`config.mk`:
```
export PLATFORM = sky130hd
export DESIGN_NAME = fpu_mul_sched
export DESIGN_NICKNAME = d
export VERILOG_FILES = /design/src/rtl/fpu_pkg.sv /design/src/rtl/fpu_mul.sv /design/src/rtl/fpu_mul_sched.sv
export SDC_FILE = /design/constraint.sdc
export NUM_CORES = 2
export LEC_CHECK = 0
export BUFFER_PORTS_ARGS = -buffer_cell sky130_fd_sc_hd__buf_2
export CORE_UTILIZATION = 62
export DETAILED_ROUTE_END_ITERATION = 10
export GPL_TIMING_DRIVEN = 0
export PLACE_DENSITY = 0.81
export SKIP_CTS_REPAIR_TIMING = 1
export SLEW_MARGIN = 20
export SYNTH_ARGS = -nofsm -noshare
export SYNTH_HDL_FRONTEND = slang
export SYNTH_SLANG_ARGS = --single-unit
```
`constraint.sdc`:
```
create_clock -name clk_i -period 9.62 [get_ports clk_i]
set_input_delay 0.962 -clock clk_i [delete_from_list [all_inputs] [get_ports clk_i]]
set_output_delay 0.962 -clock clk_i [all_outputs]
set_load 0.1 [all_outputs]
```
`src/rtl/fpu_pkg.sv`:
```
// ---------------------------------------------------------------------------
// fpu_pkg
// Shared definitions for the single-precision multiplier and its scheduler.
//   LAT_MUL    issue-to-result latency of fpu_mul, in cycles
//   fp32_t     32-bit IEEE-754 single-precision word
//   tag_width  width of a {valid, index} tag for a given number of requesters
// ---------------------------------------------------------------------------
package fpu_pkg;

  localparam int LAT_MUL = 3;

  typedef logic [31:0] fp32_t;

  // One valid bit plus enough index bits to name any requester.
  function automatic int tag_width(input int nreq);
    return 1 + ((nreq > 1) ? $clog2(nreq) : 1);
  endfunction

endpackage

```
`src/rtl/fpu_mul.sv`:
```
// ---------------------------------------------------------------------------
// fpu_mul
// Three-stage pipelined IEEE-754 single-precision multiplier.
// Stage 1 captures operands (only when en_i is high), stage 2 classifies the
// operands and forms the 48-bit significand product, stage 3 normalises,
// rounds to nearest-even and packs. Back stages advance every cycle.
// Subnormal inputs and results are flushed to signed zero; any NaN input
// produces the canonical quiet NaN 0x7FC00000.
// Ports:
//   clk_i   clock
//   rst_ni  synchronous active-low reset
//   en_i    operand capture enable
//   a_i     operand A
//   b_i     operand B
//   z_o     product, LAT_MUL cycles after capture
// ---------------------------------------------------------------------------
module fpu_mul
  import fpu_pkg::*;
(
  input  logic  clk_i,
  input  logic  rst_ni,
  input  logic  en_i,
  input  fp32_t a_i,
  input  fp32_t b_i,
  output fp32_t z_o
);

  // Stage 1: operand capture
  fp32_t a_q, b_q;

  always_ff @(posedge clk_i) begin
    if (!rst_ni) begin
      a_q <= '0;
      b_q <= '0;
    end else if (en_i) begin
      a_q <= a_i;
      b_q <= b_i;
    end
  end

  // Stage 2: classify and multiply significands
  logic a_zero, b_zero, a_inf, b_inf, a_nan, b_nan;
  logic sign_d, nan_d, inf_d, zero_d;
  logic signed [9:0] exp_d;
  logic [47:0] prod_d;

  assign a_zero = (a_q[30:23] == 8'd0);
  assign b_zero = (b_q[30:23] == 8'd0);
  assign a_inf  = (a_q[30:23] == 8'hFF) && (a_q[22:0] == 23'd0);
  assign b_inf  = (b_q[30:23] == 8'hFF) && (b_q[22:0] == 23'd0);
  assign a_nan  = (a_q[30:23] == 8'hFF) && (a_q[22:0] != 23'd0);
  assign b_nan  = (b_q[30:23] == 8'hFF) && (b_q[22:0] != 23'd0);

  assign sign_d = a_q[31] ^ b_q[31];
  // inf * 0 is invalid and yields NaN like a NaN input does
  assign nan_d  = a_nan | b_nan | (a_inf & b_zero) | (b_inf & a_zero);
  assign inf_d  = a_inf | b_inf;
  assign zero_d = a_zero | b_zero;
  assign exp_d  = signed'({2'b00, a_q[30:23]}) + signed'({2'b00, b_q[30:23]}) - 10'sd127;
  assign prod_d = {24'd0, 1'b1, a_q[22:0]} * {24'd0, 1'b1, b_q[22:0]};

  logic sign_q, nan_q, inf_q, zero_q;
  logic signed [9:0] exp_q;
  logic [47:0] prod_q;

  always_ff @(posedge clk_i) begin
    if (!rst_ni) begin
      sign_q <= 1'b0;
      nan_q  <= 1'b0;
      inf_q  <= 1'b0;
      zero_q <= 1'b0;
      exp_q  <= '0;
      prod_q <= '0;
    end else begin
      sign_q <= sign_d;
      nan_q  <= nan_d;
      inf_q  <= inf_d;
      zero_q <= zero_d;
      exp_q  <= exp_d;
      prod_q <= prod_d;
    end
  end

  // Stage 3: normalise, round to nearest-even, pack
  logic [22:0] mant;
  logic        guard, sticky, rnd;
  logic [23:0] mant_r;
  logic signed [9:0] exp_n, exp_f;
  fp32_t z_d, z_q;

  always_comb begin
    // Product of two [1,2) significands lies in [1,4): one-bit normalise.
    if (prod_q[47]) begin
      mant   = prod_q[46:24];
      guard  = prod_q[23];
      sticky = |prod_q[22:0];
      exp_n  = exp_q + 10'sd1;
    end else begin
      mant   = prod_q[45:23];
      guard  = prod_q[22];
      sticky = |prod_q[21:0];
      exp_n  = exp_q;
    end
    rnd    = guard & (sticky | mant[0]);
    mant_r = {1'b0, mant} + {23'd0, rnd};
    // Rounding carry-out leaves the fraction at zero and bumps the exponent.
    exp_f  = exp_n + (mant_r[23] ? 10'sd1 : 10'sd0);

    if (nan_q) begin
      z_d = 32'h7FC0_0000;
    end else if (inf_q) begin
      z_d = {sign_q, 8'hFF, 23'd0};
    end else if (zero_q) begin
      z_d = {sign_q, 31'd0};
    end else if (exp_f >= 10'sd255) begin
      z_d = {sign_q, 8'hFF, 23'd0};
    end else if (exp_f <= 10'sd0) begin
      z_d = {sign_q, 31'd0};
    end else begin
      z_d = {sign_q, exp_f[7:0], mant_r[22:0]};
    end
  end

  always_ff @(posedge clk_i) begin
    if (!rst_ni) begin
      z_q <= '0;
    end else begin
      z_q <= z_d;
    end
  end

  assign z_o = z_q;

endmodule

```
`src/rtl/fpu_mul_sched.sv`:
```
// ---------------------------------------------------------------------------
// fpu_mul_sched
// Round-robin scheduler sharing one pipelined fpu_mul among NREQ requesters.
// One operand pair is accepted per cycle; a tag pipeline matching the
// multiplier latency routes each product back to its requester.
// Ports:
//   clk_i         clock
//   rst_ni        synchronous active-low reset (also resets the multiplier)
//   flush_i       discard every in-flight operation, accept nothing this cycle
//   req_valid_i   per-requester operand pair pending
//   req_a_i       operand A, requester i at [32i+31:32i]
//   req_b_i       operand B, same packing
//   req_ready_o   one-hot grant (operands accepted this cycle) or zero
//   rsp_valid_o   one-hot owner of rsp_z_o this cycle or zero
//   rsp_z_o       product from the shared multiplier
//   busy_o        at least one operation in flight
// ---------------------------------------------------------------------------
module fpu_mul_sched
  import fpu_pkg::*;
#(
  parameter int NREQ = 4,
  parameter int LAT  = LAT_MUL
) (
  input  logic              clk_i,
  input  logic              rst_ni,
  input  logic              flush_i,
  input  logic [NREQ-1:0]   req_valid_i,
  input  logic [NREQ*32-1:0] req_a_i,
  input  logic [NREQ*32-1:0] req_b_i,
  output logic [NREQ-1:0]   req_ready_o,
  output logic [NREQ-1:0]   rsp_valid_o,
  output fp32_t             rsp_z_o,
  output logic              busy_o
);

  localparam int IW = tag_width(NREQ) - 1;

  typedef struct packed {
    logic          valid;
    logic [IW-1:0] index;
  } tag_t;

  if (LAT != LAT_MUL) begin : g_lat_check
    $error("fpu_mul_sched: LAT must equal the fpu_mul latency");
  end

  logic [IW-1:0] ptr_q, ptr_d;
  logic [IW-1:0] cand [NREQ];
  fp32_t         a_arr [NREQ];
  fp32_t         b_arr [NREQ];
  logic [IW-1:0] grant_idx;
  logic          grant_found;
  logic          xfer;

  // cand[k] is the (k+1)-th index searched after the last winner.
  for (genvar gi = 0; gi < NREQ; gi++) begin : g_req
    assign cand[gi]  = IW'((int'(ptr_q) + gi + 1) % NREQ);
    assign a_arr[gi] = req_a_i[gi*32 +: 32];
    assign b_arr[gi] = req_b_i[gi*32 +: 32];
  end

  always_comb begin
    grant_found = 1'b0;
    grant_idx   = '0;
    for (int k = 0; k < NREQ; k++) begin
      if (!grant_found && req_valid_i[cand[k]]) begin
        grant_found = 1'b1;
        grant_idx   = cand[k];
      end
    end
  end

  // A pending request is left untouched while reset or flush is asserted.
  assign xfer  = grant_found & rst_ni & ~flush_i;
  assign ptr_d = xfer ? grant_idx : ptr_q;

  always_comb begin
    req_ready_o = '0;
    if (xfer) req_ready_o[grant_idx] = 1'b1;
  end

  always_ff @(posedge clk_i) begin
    if (!rst_ni) begin
      ptr_q <= IW'(NREQ - 1);
    end else begin
      ptr_q <= ptr_d;
    end
  end

  // Tag pipeline: never stalls, mirrors the multiplier's back stages.
  tag_t tag_d;
  tag_t tag_q [LAT];

  assign tag_d = '{valid: xfer, index: grant_idx};

  always_ff @(posedge clk_i) begin
    if (!rst_ni || flush_i) begin
      for (int k = 0; k < LAT; k++) tag_q[k] <= '0;
    end else begin
      tag_q[0] <= tag_d;
      for (int k = 1; k < LAT; k++) tag_q[k] <= tag_q[k-1];
    end
  end

  fpu_mul u_mul (
    .clk_i (clk_i),
    .rst_ni(rst_ni),
    .en_i  (xfer),
    .a_i   (a_arr[grant_idx]),
    .b_i   (b_arr[grant_idx]),
    .z_o   (rsp_z_o)
  );

  // Gated by reset so nothing leaks out while reset is held.
  always_comb begin
    rsp_valid_o = '0;
    if (rst_ni && tag_q[LAT-1].valid) rsp_valid_o[tag_q[LAT-1].index] = 1'b1;
  end

  logic busy_any;
  always_comb begin
    busy_any = 1'b0;
    for (int k = 0; k < LAT; k++) busy_any = busy_any | tag_q[k].valid;
  end

  assign busy_o = rst_ni & busy_any;

endmodule
```
Word level (Yosys, flattened, before mapping)
Memory sizes are Yosys's and may differ from the RTL's.
Cells that the tools add are included.
Widths: inputs -> output; s select.
{"block": "op_classes", "addsub": 11, "mul": 1, "n_lt_le_gt_ge": 11, "eq_ne": 2, "mux": 44, "n_bitwise": 21, "n_reduce_logical": 25}
{"op": "$mux 31", "n": 5}
{"op": "$bmux 32 s2", "n": 2}
{"op": "$mux 32", "n": 4}
{"op": "$mul 24x24->48", "n": 1}
{"op": "$logic_not 23->1", "n": 2}
{"op": "$reduce_bool 23->1", "n": 2}
{"op": "$add 23x1->24", "n": 1}
{"op": "$mux 23", "n": 1}
{"op": "$reduce_or 23->1", "n": 1}
{"op": "$reduce_or 22->1", "n": 1}
{"op": "$lt 2x3->1 const B", "n": 6}
{"op": "$eq 8x8->1 const B", "n": 2}
{"op": "$logic_not 8->1", "n": 2}
{"op": "$mux 1", "n": 16}
{"op": "$or 1x1->1", "n": 11}
{"op": "$add 10x10->10", "n": 1}
{"op": "$add 10x2->10 const B", "n": 1}
{"op": "$ge 10x9->1 const B", "n": 1}
{"op": "$le 10x1->1 const B", "n": 1}
{"op": "$logic_and 1x1->1", "n": 10}
{"op": "$mux 10", "n": 1}
{"op": "$sub 10x8->10 const B", "n": 1}
{"op": "$add 8x8->9", "n": 1}
{"op": "$mux 3", "n": 3}
{"op": "16 further kinds", "n": 38}
{"block": "word_totals", "ff_bits": 160, "mem_bits_rw": 9, "output_inout_bits": 41, "wordCells": 128, "n_memories": 1}
{"memory": "tag_q", "depth": 3, "width": 3, "rd": 3, "rd_ports_with_merged_regs": 0, "wr": 3, "line_no": "fpu_mul_sched.sv:92", "source": "tag_t tag_q [LAT];"}

Longest topological paths before layout
{"block": "depth", "ltp_word": 18, "ltp_mapped": 27}

Hierarchy
From an unflattened synthesis, not the netlist that was laid out.
{"block": "unflattened", "hier_cells": 3309, "area_unflattened_um2": 27966.8}
{"mod": "fpu_mul", "instances": 1, "cells_each": 2891, "area_per_inst_um2": 25587.0}
{"mod": "fpu_mul_sched", "instances": 1, "cells_each": 418, "area_per_inst_um2": 2379.8}

Worst setup path before layout
Ideal clock, no wire load.
{"block": "synth_path", "path_type": "register -> register", "startpoint": "reg u_mul.b_q[3]", "endpoint": "reg u_mul.prod_q[41]", "setup_time_ns": 0.128, "t_arrival_ns": 6.625, "setup_slack_ns": 2.868, "path_stages_with_launch": 27, "n_path_buf": 2, "period_less_slack_ns": 6.752, "cell_sequence": "dfxtp_1 -> clkbuf_1 -> clkbuf_1 -> nand2_1 -> fa_1 -> inv_1 -> fa_1 -> inv_1 -> fa_1 -> inv_1 -> fa_1 -> inv_1 -> fa_1 -> inv_1 -> fa_1 -> inv_1 -> fa_1 -> inv_1 -> ha_1 -> and3_1 -> a311oi_1 -> a31oi_1 -> a22oi_1 -> o21ai_0 -> a41oi_1 -> xor2_1 -> nor2_1"}
{"block": "synth_between", "elab_chain_len": 1}
{"element": "from (decl)", "line_no": "fpu_mul.sv:29", "source": "fp32_t a_q, b_q;"}
{"element": "from (signal assigned)", "line_no": "fpu_mul.sv:37", "source": "b_q <= b_i;"}
{"element": "$mul 24x24->48", "line_no": "fpu_mul.sv:60", "source": "assign prod_d = {24'd0, 1'b1, a_q[22:0]} * {24'd0, 1'b1, b_q[22:0]};"}
{"element": "to (signal assigned)", "line_no": "fpu_mul.sv:80", "source": "prod_q <= prod_d;"}
{"element": "to (decl)", "line_no": "fpu_mul.sv:64", "source": "logic [47:0] prod_q;"}
Every way passes these cells.
A chain may end at the register's enable or synchronous reset.

Worst setup path after layout
{"block": "layout_path", "startpoint": "reg u_mul.a_q[17]", "endpoint": "reg u_mul.prod_q[42]"}
{"block": "layout_between", "elab_chain_len": 1}
{"element": "from (decl)", "line_no": "fpu_mul.sv:29"}
{"element": "from (signal assigned)", "line_no": "fpu_mul.sv:36", "source": "a_q <= a_i;"}
{"element": "$mul 24x24->48", "line_no": "fpu_mul.sv:60"}
Every way passes these cells.

==> metrics.md <==
| Metric | Value |
|---|---|
| Status | `finished clean` |
| Measured slew at the worst slew-check pin | `approximately 1.1 ns` |
| Max cap viols | `0` |
| Critical path required time | `~10 ns` |
| Synth async-reset ratio | `0%` |
| Yosys top cell area share | `a little over a third` |
| Slew Limit Headroom | `between 20% and 30%` |
| Pint | `2770 µW` |
| Hold Path Class | `register to register` |
| Fmax achieved | `about 0.11 GHz` |
| Seq. cell area | `3383 µm²` |
| IR drop worst, VDD | `212.0 µV` |
| Net count, final | `4557` |
| Synth top area cells | `fa_1 (35%), dfxtp_1 (12%), ha_1 (8.4%)` |
| EDFF count, synth | `0` |
| CTS Buffer Depth | `2` |
| Die X-Extent | `212.8 µm` |
| Initial core utilization | `about 63%` |
| Yosys warnings | `0` |
| Ys flop type | `dfxtp_1` |
| Post-DR wirelength/cell | `roughly 23 µm` |
| DRT iter0 DRCs | `~2500` |
| CORE AREA | `between 40000 and 50000 µm²` |
| Die area | `45300 µm²` |
| Hold Fails Final Rpt | `0` |
| FF-to-FF path depth | `22` |
| CTS tree | `built` |
| Worst Hold Depth | `1` |
| Remaining antenna violation count | `0` |
| PortBufs | `a little over 300` |
| Netlist cell types | `77` |
| Clock Power Share | `12.1%` |
| Grt total ovfl | `0` |
| Setup Skew | `0.02049 ns` |
| #FFs+latches synth | `~170` |
| Gr usage total | `between 40% and 50%` |
| Hold Path Sink | `tag_q[0][4]` |
| RSZ-0062 raised after global routing | `no` |
| First-pass GRT wire length | `roughly 150000 µm` |
| Hold wc startpoint | `tag_q[0][1]` |
| Pleak | `0.01494 µW` |
| Fillcell total | `3674` |
| Switching share of power | `between 50% and 60%` |
| Final min period | `8.992 ns` |
| Largest area contributor in the netlist | `fa_1` |
| Area grow syn2layout | `10.45%` |
| Crit end category | `register` |
| R2r startpoint | `u_mul.a_q[17]` |
| Vias in the first global route | `24877` |
| Clock Latency Late Sink | `about 0.50 ns` |
| Worst Path Max Fanout | `10` |
| Vias | `24558` |
| Layout cells sized above 1 | `approximately a tenth` |
| Setup tns final | `0 ns` |
| Cells after synthesis | `approximately 3300` |
| Root buffer cell | `clkbuf_16` |
| Seq/Total Area, Yosys | `12.28%` |
| FF-to-FF setup slack | `0.63 ns` |
| Post-DP HPWL | `80380 µm` |
| Cell Area, Synth | `~28000 µm²` |
| Initial antenna violation count | `6` |
| Final Power | `around 6000 µW` |
| Drt total wl | `between 90000 and 100000 µm` |
| CP Launch Type | `register` |
| Setup CP Type | `register to register` |
| Largest net degree at the start of global routing | `18` |
| Final worst-path cycle share | `between 90 and 100%` |
| RR Endpoint | `u_mul.prod_q[42]` |
| Drt first pass iters | `9` |
| Flop pwr share | `17.0%` |
| Die H | `~210 µm` |
| Endpoints failing setup | `0` |
| # DRC | `0` |
| IO Pins | `just over 300` |
| Logic pwr share | `70.9%` |
| Average size of a mapped cell | `8.347 µm²` |
| Sink Count | `169` |
| Worst-path clk slew | `around 0.08 ns` |
| Syn Nets | `about 4200` |
| Placement Rows | `76` |
| Multi-input gate area | `between 20000 and 25000 µm²` |
| Total CTS buffers | `17` |
| WP data arrival | `around 9.4 ns` |
| Power Dens Cells | `~200 nW/µm²` |
| NetSw | `about 3300 µW` |
| CTS H-Tree Depth | `4` |
| Max Transition Viols Final | `0` |
| GPL Wtd Cong | `approximately 1.1` |
| Vias per Instance | `5.810` |
[layout by cell type, fill, tap and decap left out, types with 3 or more instances in the layout]
cell and n:
a211oi_1 5, a211oi_2 12, a21boi_0 4, a21o_1 31, a21oi_1 118, a22oi_1 3, a31oi_1 9, and2_1 279
and3_1 12, buf_1 6, buf_2 307, clkbuf_1 171, clkbuf_16 17, clkinv_1 3, dfxtp_1 169, diode_2 4
fa_1 483, ha_1 186, inv_1 579, inv_6 5, inv_8 4, mux2_2 5, mux2i_1 49, nand2_1 440
nand2b_1 8, nand3_1 96, nand4_1 24, nor2_1 235, nor2b_1 13, nor3_1 22, nor3b_1 3, nor4_1 23
o21a_1 4, o21ai_0 134, o21bai_1 13, o22ai_1 5, o31ai_1 5, xnor2_1 54, xor2_1 43
[state kept, by name, summed over array words and instances, names as in the netlist, 2 cells and up]
signal	cells
u_mul.exp_q	10
ptr_q	2
u_mul.prod_q	48
u_mul.z_o	32
u_mul.a_q	32
tag_q	9
u_mul.b_q	32
[routing by layer]
| layer | track usage, % | vias to the layer above | part of all wire (%) |
|---|---|---|---|
| li1 | - | 10830 | - |
| met1 | 54.50 | 11713 | 36 |
| met2 | 66.19 | 1562 | 42 |
| met3 | 14.28 | 447 | 12 |
| met4 | 35.55 | 6 | 9.2 |
| met5 | 1.557 | - | 0.12 |
[how the worst max path moves through the flow]
stage | to | start | slack [ns] | cells after the start
after floorplan | u_mul.prod_q[41] | u_mul.b_q[3] | 2.87 | 26
after global placement | u_mul.prod_q[42] | u_mul.a_q[18] | 1.09 | 23
after detailed placement | u_mul.prod_q[42] | u_mul.a_q[18] | 1.08 | 23
after CTS | u_mul.prod_q[42] | u_mul.a_q[18] | 1.03 | 23
after global routing | u_mul.prod_q[42] | u_mul.a_q[17] | 0.50 | 23
final | u_mul.prod_q[42] | u_mul.a_q[17] | 0.63 | 22
[critical path: stages (launching register included)]
cell and delay [ns]:
dfxtp_1 0.75, clkbuf_1 0.89, nand2_1 0.17, fa_1 0.64
inv_1 0.07, fa_1 0.47, inv_1 0.05, fa_1 0.53
fa_1 0.54, inv_1 0.06, fa_1 0.54, fa_1 0.43
fa_1 0.58, ha_1 0.33, clkbuf_1 0.44, nand4_1 0.25
or2_2 0.33, o22ai_1 0.66, o41ai_4 0.23, o21ai_1 0.29
a41o_1 0.27, a31oi_1 0.11, mux2i_1 0.22
[power groups by stage]
| stage | Clock (µW) | Combinational [µW] | Sequential, µW |
|---|---|---|---|
| global placement | 0 | 4070 | 1020 |
| floorplan | 0 | 2780 | 1100 |
| CTS | 740 | 4180 | 1010 |
| detailed placement | 0 | 4140 | 1030 |
| global route | 763 | 4730 | 1030 |
| finish | 733 | 4290 | 1030 |
[cell usage after synthesis, types with 23 or more instances]
| cell | n |
|---|---|
| inv_1 | 579 |
| fa_1 | 483 |
| nand2_1 | 440 |
| and2_1 | 279 |
| nor2_1 | 235 |
| ha_1 | 186 |
| clkbuf_1 | 171 |
| dfxtp_1 | 169 |
| o21ai_0 | 134 |
| a21oi_1 | 118 |
| nand3_1 | 96 |
| xnor2_1 | 54 |
| mux2i_1 | 49 |
| xor2_1 | 43 |
| a21o_1 | 31 |
| nand4_1 | 24 |
| nor4_1 | 23 |
[cells by family (layout without fill, tap and decap cells)]
| logic type | Yosys count | count (layout) | synth area share [%] |
|---|---|---|---|
| adders and majority gates | 669 | 669 | 43.53 |
| buffers and inverters | 765 | 1101 | 10.50 |
| DFF | 169 | 169 | 12.28 |
| other | 0 | 4 | 0 |
| and+or+nand+nor | 1176 | 1176 | 20.38 |
| muxes | 54 | 54 | 1.984 |
| AOI/OAI and AO/OA | 372 | 372 | 8.245 |
| xor gates and xnor gates | 97 | 97 | 3.083 |
[layout make-up]
| class | instances | share of cell area [%] |
|---|---|---|
| Timing Repair Buffer | 304 | 4.998 |
| Clock inverter | 14 | 0.5837 |
| Sequential cell | 169 | 11.11 |
| Clock buffer | 18 | 1.410 |
| Multi-Input combinational cell | 2368 | 69.94 |
| Tap cell | 585 | 2.405 |
| Inverter | 582 | 7.177 |
| Antenna cell | 4 | 0.03288 |
| Buffer | 183 | 2.335 |
[through the flow]
step                cells  worst slack (ns)  utilization (%)  hold WS [ns]  cell area (µm²)
floorplan            3302             2.868                -        0.4045            27560
global placement     4190             1.094            68.59        0.4095            29810
detailed placement   4191             1.085            68.62        0.4130            29820
global route         4226            0.4979            70.04        0.4517            30440
finish               4227            0.6277            70.04        0.4301            30440
CTS                  4223             1.035            70.02        0.4310            30430
Note: power is estimated with default switching activity, not from simulation.
